File: src/rtl/div_pkg.sv
// rtl/div_pkg.sv - shared types and constants for the sequential divider control stage
package div_pkg;

    localparam int DIV_WIDTH = 32;

    typedef enum logic [1:0] {
        ST_IDLE   = 2'd0,
        ST_SETTLE = 2'd1,
        ST_DONE   = 2'd2
    } div_state_e;

    // Most negative two's-complement value for a given width; callers truncate to their width.
    function automatic logic [127:0] div_min(input int width);
        return 128'(1) << (width - 1);
    endfunction

endpackage

File: src/rtl/div_sign_fix.sv
// rtl/div_sign_fix.sv - conditional two's-complement negation (magnitude in, sign-corrected out)
module div_sign_fix #(
    parameter int WIDTH = 32
) (
    input  logic [WIDTH-1:0] value_i,
    input  logic             negate_i,
    output logic [WIDTH-1:0] result_o
);

    assign result_o = negate_i ? ('0 - value_i) : value_i;

endmodule

File: src/rtl/div_seq_ctrl.sv
// rtl/div_seq_ctrl.sv - handshake, sign handling and settle timing around an external combinational divider
module div_seq_ctrl
    import div_pkg::*;
#(
    parameter int WIDTH         = DIV_WIDTH,
    parameter int SETTLE_CYCLES = 4
) (
    input  logic             clk,
    input  logic             rst_n,
    input  logic             in_valid,
    output logic             in_ready,
    input  logic [WIDTH-1:0] in_dividend,
    input  logic [WIDTH-1:0] in_divisor,
    input  logic             in_signed,
    output logic             out_valid,
    input  logic             out_ready,
    output logic [WIDTH-1:0] out_quotient,
    output logic [WIDTH-1:0] out_remainder,
    output logic             out_div_by_zero,
    output logic             out_overflow,
    output logic [WIDTH-1:0] dv_dividend_o,
    output logic [WIDTH-1:0] dv_divisor_o,
    input  logic [WIDTH-1:0] dv_quotient_i,
    input  logic [WIDTH-1:0] dv_remainder_i
);

    localparam int               CNT_W    = (SETTLE_CYCLES > 1) ? $clog2(SETTLE_CYCLES) : 1;
    localparam logic [CNT_W-1:0] CNT_LOAD = CNT_W'(SETTLE_CYCLES - 1);
    localparam logic [WIDTH-1:0] MIN_VAL  = WIDTH'(div_min(WIDTH));

    div_state_e       state_q;
    logic [CNT_W-1:0] cnt_q;
    logic             neg_quo_q;
    logic             neg_rem_q;
    logic             in_ready_q;
    logic             out_valid_q;
    logic [WIDTH-1:0] quotient_q;
    logic [WIDTH-1:0] remainder_q;
    logic             div_by_zero_q;
    logic             overflow_q;
    logic [WIDTH-1:0] dv_dividend_q;
    logic [WIDTH-1:0] dv_divisor_q;

    logic [WIDTH-1:0] mag_dividend_d;
    logic [WIDTH-1:0] mag_divisor_d;
    logic [WIDTH-1:0] quotient_d;
    logic [WIDTH-1:0] remainder_d;
    logic             accept;

    assign accept = in_valid && in_ready_q;

    div_sign_fix #(.WIDTH(WIDTH)) u_mag_dividend (
        .value_i  (in_dividend),
        .negate_i (in_signed & in_dividend[WIDTH-1]),
        .result_o (mag_dividend_d)
    );

    div_sign_fix #(.WIDTH(WIDTH)) u_mag_divisor (
        .value_i  (in_divisor),
        .negate_i (in_signed & in_divisor[WIDTH-1]),
        .result_o (mag_divisor_d)
    );

    div_sign_fix #(.WIDTH(WIDTH)) u_fix_quotient (
        .value_i  (dv_quotient_i),
        .negate_i (neg_quo_q),
        .result_o (quotient_d)
    );

    div_sign_fix #(.WIDTH(WIDTH)) u_fix_remainder (
        .value_i  (dv_remainder_i),
        .negate_i (neg_rem_q),
        .result_o (remainder_d)
    );

    always_ff @(posedge clk or negedge rst_n) begin
        if (!rst_n) begin
            state_q       <= ST_IDLE;
            cnt_q         <= '0;
            neg_quo_q     <= 1'b0;
            neg_rem_q     <= 1'b0;
            in_ready_q    <= 1'b1;
            out_valid_q   <= 1'b0;
            quotient_q    <= '0;
            remainder_q   <= '0;
            div_by_zero_q <= 1'b0;
            overflow_q    <= 1'b0;
            dv_dividend_q <= '0;
            dv_divisor_q  <= '0;
        end else begin
            case (state_q)
                ST_IDLE: begin
                    if (accept) begin
                        dv_dividend_q <= mag_dividend_d;
                        dv_divisor_q  <= mag_divisor_d;
                        neg_quo_q     <= in_signed & (in_dividend[WIDTH-1] ^ in_divisor[WIDTH-1]);
                        neg_rem_q     <= in_signed & in_dividend[WIDTH-1];
                        in_ready_q    <= 1'b0;
                        // Bypass cases never touch the divider; their result is known at accept.
                        if (in_divisor == '0) begin
                            quotient_q    <= '1;
                            remainder_q   <= in_dividend;
                            div_by_zero_q <= 1'b1;
                            overflow_q    <= 1'b0;
                            out_valid_q   <= 1'b1;
                            state_q       <= ST_DONE;
                        end else if (in_signed && in_dividend == MIN_VAL && in_divisor == '1) begin
                            quotient_q    <= MIN_VAL;
                            remainder_q   <= '0;
                            div_by_zero_q <= 1'b0;
                            overflow_q    <= 1'b1;
                            out_valid_q   <= 1'b1;
                            state_q       <= ST_DONE;
                        end else begin
                            cnt_q   <= CNT_LOAD;
                            state_q <= ST_SETTLE;
                        end
                    end
                end
                ST_SETTLE: begin
                    if (cnt_q != '0) begin
                        cnt_q <= cnt_q - CNT_W'(1);
                    end else begin
                        quotient_q    <= quotient_d;
                        remainder_q   <= remainder_d;
                        div_by_zero_q <= 1'b0;
                        overflow_q    <= 1'b0;
                        out_valid_q   <= 1'b1;
                        state_q       <= ST_DONE;
                    end
                end
                ST_DONE: begin
                    if (out_ready) begin
                        out_valid_q <= 1'b0;
                        in_ready_q  <= 1'b1;
                        state_q     <= ST_IDLE;
                    end
                end
                default: begin
                    state_q     <= ST_IDLE;
                    in_ready_q  <= 1'b1;
                    out_valid_q <= 1'b0;
                end
            endcase
        end
    end

    assign in_ready        = in_ready_q;
    assign out_valid       = out_valid_q;
    assign out_quotient    = quotient_q;
    assign out_remainder   = remainder_q;
    assign out_div_by_zero = div_by_zero_q;
    assign out_overflow    = overflow_q;
    assign dv_dividend_o   = dv_dividend_q;
    assign dv_divisor_o    = dv_divisor_q;

endmodule
File: config.mk
export PLATFORM = sky130hd
export DESIGN_NAME = div_seq_ctrl
export DESIGN_NICKNAME = d
export VERILOG_FILES = /design/src/rtl/div_pkg.sv /design/src/rtl/div_sign_fix.sv /design/src/rtl/div_seq_ctrl.sv
export SDC_FILE = /design/constraint.sdc
export NUM_CORES = 1
export LEC_CHECK = 0
export ABC_AREA = 1
export BUFFER_PORTS_ARGS = -buffer_cell sky130_fd_sc_hd__buf_2
export CAP_MARGIN = 20
export CORE_MARGIN = 2
export CORE_UTILIZATION = 40
export DETAILED_ROUTE_END_ITERATION = 10
export PLACE_DENSITY = 0.66
export SLEW_MARGIN = 0
export SYNTH_ARGS = -nofsm -noshare
export SYNTH_HDL_FRONTEND = slang
export SYNTH_SLANG_ARGS = --single-unit
File: constraint.sdc
create_clock -name clk -period 1.7 [get_ports clk]
set_input_delay 0.34 -clock clk [delete_from_list [all_inputs] [get_ports clk]]
set_output_delay 0.34 -clock clk [all_outputs]
set_load 0.05 [all_outputs]
# After elaboration in Yosys (flattened, before gate mapping)
# Index checks and enable logic that the tools add are counted.
dict set report word_totals {
  register_bits 138
}
dict set report op_classes {
  n_addsub 5
  eq_ne 11
  mux 42
  bitwise_logic 5
  n_reduce_logical 13
}
# operator count
set op_table {}
lappend op_table {{$mux 32} 12}
lappend op_table {{$pmux 32 s2} 2}
lappend op_table {{$sub 1x32->32 const A} 4}
lappend op_table {{$eq 32x32->1 const B} 2}
lappend op_table {{$logic_not 32->1} 1}
lappend op_table {{$mux 2} 9}
lappend op_table {{$mux 1} 13}
lappend op_table {{$ne 2x2->1 const B} 6}
lappend op_table {{$reduce_and 4->1} 2}
lappend op_table {{$pmux 1 s3} 2}
lappend op_table {{$pmux 2 s3} 1}
lappend op_table {{$reduce_and 3->1} 2}
lappend op_table {{$reduce_and 5->1} 1}
lappend op_table {{$pmux 1 s2} 2}
lappend op_table {{$pmux 2 s2} 1}
lappend op_table {{$reduce_bool 2->1} 2}
lappend op_table {{$and 1x1->1} 3}
lappend op_table {{$logic_and 1x1->1} 3}
lappend op_table {{$ne 3x3->1 const B} 1}
lappend op_table {{$eq 2x1->1 const B} 1}
lappend op_table {{$eq 2x2->1 const B} 1}
lappend op_table {{$logic_not 2->1} 1}
lappend op_table {{$reduce_and 2->1} 1}
lappend op_table {{$sub 2x1->2 const B} 1}
lappend op_table {{2 further kinds} 2}

# Longest topological paths before layout
dict set report logic_depth {
  word_depth 7
  depth_mapped 14
  mapped_depth_nobuf 13
}

# Hierarchy
# Synthesis repeated with hierarchy kept, for this count alone.
dict set report unflattened {
  cells_unflattened 1786
  area_unflattened_um2 10810.4
}
# mod instances cells_each area_per_inst_um2 seq_area_each_um2
set modules_own_cells {}
lappend modules_own_cells {div_seq_ctrl 1 884 6545.0 3454.6}
lappend modules_own_cells {{div_sign_fix at u_fix_quotient ...} 3 225 1052.3 0.0}
lappend modules_own_cells {{div_sign_fix at u_mag_divisor} 1 227 1108.6 0.0}

# Least setup slack after synthesis
# Ideal clock, no wire load.
dict set report synth_path {
  path_type {input to register}
  start {input port in_divisor[0]}
  end {register quotient_q[11] (netlist: out_quotient[11])}
  setup_ns 0.118
  t_arrival_ns 1.788
  required_ns 1.582
  setup_slack_ns -0.205
  stages 13
  path_buffers 2
  path_cell_list {inv_1 > ha_1 > nand3_1 > nor2_4 > nand3_2 > nor2_2 > nand2_1 > nand3_2 > nand3_2 > buf_2 > buf_6 > nand2_1 > nand2_1}
}
dict set report synth_between {
  elab_chain_len 4
  elab_cells_between_ends 8
  classes_between {2 x eq/ne; 3 x mux; 3 x reduce/logical}
}
# element line_no
set synth_rtl {}
lappend synth_rtl {{start, declared} div_seq_ctrl.sv:13} ;# input logic [WIDTH-1:0] in_divisor,
lappend synth_rtl {{$eq 32x32->1 / $logic_not 32->1 (equally long branches)} {div_seq_ctrl.sv:107, div_seq_ctrl.sv:100}}
lappend synth_rtl {{$logic_and 1x1->1 / $mux 32 (equally long branches)} {div_seq_ctrl.sv:107, div_seq_ctrl.sv:100}}
lappend synth_rtl {{$ne 3x3->1 (no source line) / $mux 32 (equally long branches)} --}
lappend synth_rtl {{$reduce_and 4->1 (no source line) / $pmux 32 s2 (equally long branches)} --}
lappend synth_rtl {{end signal, assigned} div_seq_ctrl.sv:124} ;# quotient_q <= quotient_d;
lappend synth_rtl {{end, declared} div_seq_ctrl.sv:37} ;# logic [WIDTH-1:0] quotient_q;
# Several ways; a longest one is shown, not always the timed one. The select of a mux whose other input is x is not followed.
# A chain may end at the register's enable or synchronous reset.

# Worst setup path after layout
dict set report layout_path {
  start {input port in_dividend[10]}
  end {register quotient_q[0] (netlist: out_quotient[0])}
}
dict set report layout_between {
  elab_chain_len 5
}
# element line_no
set layout_rtl {}
lappend layout_rtl {{start, declared} div_seq_ctrl.sv:12} ;# input logic [WIDTH-1:0] in_dividend,
lappend layout_rtl {{$eq 32x32->1} div_seq_ctrl.sv:107} ;# end else if (in_signed && in_dividend == MIN_VAL && in_divisor == '1) begin
lappend layout_rtl {{$logic_and 1x1->1 (2 in a row)} div_seq_ctrl.sv:107}
lappend layout_rtl {{$ne 3x3->1 (no source line)} --}
lappend layout_rtl {{$reduce_and 4->1 (no source line)} --}
# No other way between the ends.

==> summary.md <==
| Metric | Value |
|---|---|
| Final total power | `23,900 uW` |
| Clock Power Share | `16.3%` |
| Flops & latches, synth | `138` |
| Hold WC Path Type | `in -> reg` |
| Average size of a mapped cell | `6.38 um2` |
| Status | `complete, no violations` |
| Achievable Freq | `616 MHz` |
| Crit path max fanout | `20` |
| Pwr dens | `1790 nW/um2` |
| Critical path class | `in -> reg` |
| Worst path arrival time | `1.94 ns` |
| DP Wirelength | `26.4 mm` |
| Vias | `11,100` |
| Clock buffer depth | `2` |
| Area Overhead vs Synth | `42.8%` |
| Grt ovf | `0` |
| Drt initial violations | `775` |
| IO buf count | `264` |
| Max VDD drop | `1.05 mV` |
| Distinct cell type count after synthesis | `33` |
| Crit path largest cell delay | `0.24 ns` |
| Worst path cell trace | `buf_2 -> nor2_1 -> nand3_1 -> nor2_1 -> nand2_2 -> nor2_1 -> nand2_1 -> nand3_4 -> nand3_4 -> clkbuf_16 -> nand2_1 -> o21ai_0` |
| Sequential power share | `23.2%` |
| Predominant post-synthesis flop cell | `dfrtp_1` |
| CTS Buf Count | `17` |
| Sink Count | `138` |
| GPL Wtd Cong | `0.936` |
| Die footprint | `24,500 um2` |
| First-pass GRT wire length | `52.7 mm` |
| Worst Setup Start Kind | `input port` |
| Pin count of the biggest net entering global routing | `79` |
| Synthesis Warnings | `0` |
| Max Cap Viol | `0` |
| Die W | `157 um` |
| Top Usage Layer GRT | `met2` |
| Die Span Y | `157 um` |
| Fraction of registers with async set/reset | `100%` |
| Mapped Area | `9320 um2` |
| Fin crit share | `95.5%` |
| Crit-path most repeated cell | `nor2_1` |
| Worst hold slack | `0.248 ns` |
| Post-Route WL | `35.9 mm` |
| Final nets | `2,030` |
| Vias per inst | `5.00` |
| Combinational cell fraction of total power | `60.4%` |
| Leakage | `0.00724 uW` |
| GRT met1 Usage | `36.0%` |
| Gate Count Post-Synth | `1,461` |
| Min Tclk post-route | `1.62 ns` |
| Dominant cell type by area after synthesis | `dfrtp_1` |
| Tightest Pin Transition | `0.378 ns` |
| Root buffer cell | `clkbuf_16` |
| Worst path slowest cell | `clkbuf_16` |
| Synth area leaders | `dfrtp_1 37%, nand2_1 23%, nand3_1 7.4%` |
| Commonest non-fill, non-tap cell in the layout | `nand2_1` |
| Switching Power | `12,700 uW` |
| Core footprint | `22,800 um2` |
| Clk_lat worst skew | `0.44 ns` |
| GR Util All Layers | `27.5%` |
| WL per Instance | `16.2 um` |
| Syn nets | `1,600` |
| Most frequent cells in the layout | `562 x nand2_1, 263 x buf_2, 179 x buf_4, 172 x nor2_1, 135 x dfrtp_1` |
| Core Rows | `55` |
| Drt pass-1 iters | `7` |
| Initial antenna violation count | `2` |
| Fill count | `2,262` |
| Critical Path RT | `2.02 ns` |
| M3 GR Usage | `5.59%` |
| Switching part of the total | `53.1%` |
| Initial Util | `40.9%` |
| Vias in the first global route | `10,300` |
| Setup violators final | `0` |
| RSZ-0062 raised after global routing | `true` |
| Post-route DRC | `0` |
| Top-Level Pins | `265` |
| M2 GR Usage | `45.2%` |
| Skew final | `0.0167 ns` |
| Antenna viol nets, final | `0` |
| Clk slew on worst S/H paths | `0.06 ns` |
| Final hold violation count | `0` |
| Final Max Tran Viols | `0` |
| Sequential element share of the synthesized area | `37.1%` |
| H-tree levels | `4` |
| CTS tree | `yes` |
| Yosys top cell area share | `36.8%` |
| Max-slew headroom | `74.6%` |
| CP endpoint kind | `flip-flop` |
| Int Power | `11,200 uW` |
| EDFF count, synth | `0` |
| Layout cells sized above 1 | `28.7%` |
-- cells in the mapped netlist, types with 2 or more instances --
| cell | count |
|---|---|
| clkbuf_1 | 41 |
| nor2_4 | 2 |
| nor2_2 | 6 |
| nor2_1 | 178 |
| and2_1 | 2 |
| o21ai_0 | 136 |
| xor2_1 | 32 |
| dfrtp_1 | 137 |
| or2_2 | 8 |
| a31oi_1 | 5 |
| nor3_1 | 9 |
| nand2_1 | 566 |
| buf_6 | 7 |
| o31ai_1 | 2 |
| nand3b_1 | 5 |
| inv_2 | 3 |
| nand4_1 | 12 |
| inv_1 | 99 |
| a21o_1 | 3 |
| xnor2_1 | 9 |
| ha_1 | 6 |
| clkinv_1 | 2 |
| o211ai_1 | 4 |
| buf_2 | 6 |
| or2_1 | 2 |
| a21oi_1 | 34 |
| nand3_1 | 137 |
| nand3_2 | 3 |
-- power by group through the flow --
stage                     combinational, uW  clock, uW  sequential [uW]
after global routing                  15500       4100             5690
after CTS                             13200       3980             5540
after floorplan                        4800          0            10000
final                                 14400       3900             5540
after detailed placement              13200          0             5560
after global placement                13000          0             5550
-- worst paths after layout --
check | to | cells after the start | startpoint | slack [ns]
max | out_quotient[0] | 12 | in_dividend[10] | 0.08
min | dv_divisor_o[7] | 3 | in_divisor[7] | 0.25
max reg2reg | out_remainder[8] | 10 | state_q[1] | 0.09
min reg2reg | out_quotient[5] | 2 | out_quotient[5] | 0.46
max in group asynchronous | in_ready | 3 | rst_n | 0.77
min in group asynchronous | out_remainder[26] | 2 | rst_n | 0.37
-- stage by stage --
stage	instances	setup WS, ns	utilization, %	setup TNS, ns	instance area (um2)
2_1_floorplan	1461	-0.00113	-	-0.00113	9400
3_3_place_gp	2171	-0.323	54.5	-17.87	12400
3_5_place_dp	2171	-0.337	54.5	-22.63	12400
4_1_cts	2204	0.00201	57.2	0	13000
5_1_grt	2218	-0.0106	58.4	-0.0106	13300
6_report	2218	0.0757	58.4	0	13300
-- logic make-up (layout without fill, tap and decap cells) --
| kind of cell | after synthesis | after routing | synth area share, % |
|---|---|---|---|
| buffers and inverters | 159 | 602 | 7.05 |
| and+or+nand+nor | 933 | 933 | 41.0 |
| xor gates and xnor gates | 41 | 41 | 3.85 |
| AOI/OAI and AO/OA | 184 | 184 | 10.2 |
| other | 0 | 1 | 0 |
| adders and majority gates | 6 | 6 | 0.805 |
| DFF | 138 | 138 | 37.1 |
-- metal layers --
| metal | share of wire [%] | wire (um) |
|---|---|---|
| met5 | 0 | 0 |
| met3 | 7.1 | 2560 |
| met2 | 46 | 16600 |
| met1 | 44 | 15700 |
| met4 | 2.8 | 1000 |
-- layout make-up --
| type | count | area, um2 | area share, % |
|---|---|---|---|
| multi-input cells | 1164 | 5320 | 40.0 |
| flip-flops and latches | 138 | 3460 | 26.0 |
| repair buffers | 466 | 3130 | 23.5 |
| clock buffers | 17 | 425 | 3.20 |
| inverters | 104 | 400 | 3.01 |
| well taps | 313 | 392 | 2.94 |
| clock inverters | 15 | 175 | 1.32 |
| diodes | 1 | 2.50 | 0.0188 |
-- critical path, delay by kind of cell --
family | cells | cell delay [ns]
AO/OA/AOI/OAI | 1 | 0.07
buffers and inverters | 2 | 0.36
AND/OR/NAND/NOR | 9 | 1.15
-- state kept, by name, indices dropped and copies added, names as in the netlist --
name	count
dv_dividend_o	32
neg_rem_q	1
cnt_q	2
in_ready	1
out_quotient	32
out_valid	1
state_q	2
neg_quo_q	1
out_div_by_zero	1
out_overflow	1
dv_divisor_o	32
out_remainder	32
-- repair_timing --
item,4_1_cts,5_1_grt
hold endpoints to repair,28,0
setup buffers,0,5
cloned,0,8
gates resized for setup,1,19
hold buffers,1,0
setup endpoints to repair,10,68
No activity file was read; power rests on OpenSTA's default activity.
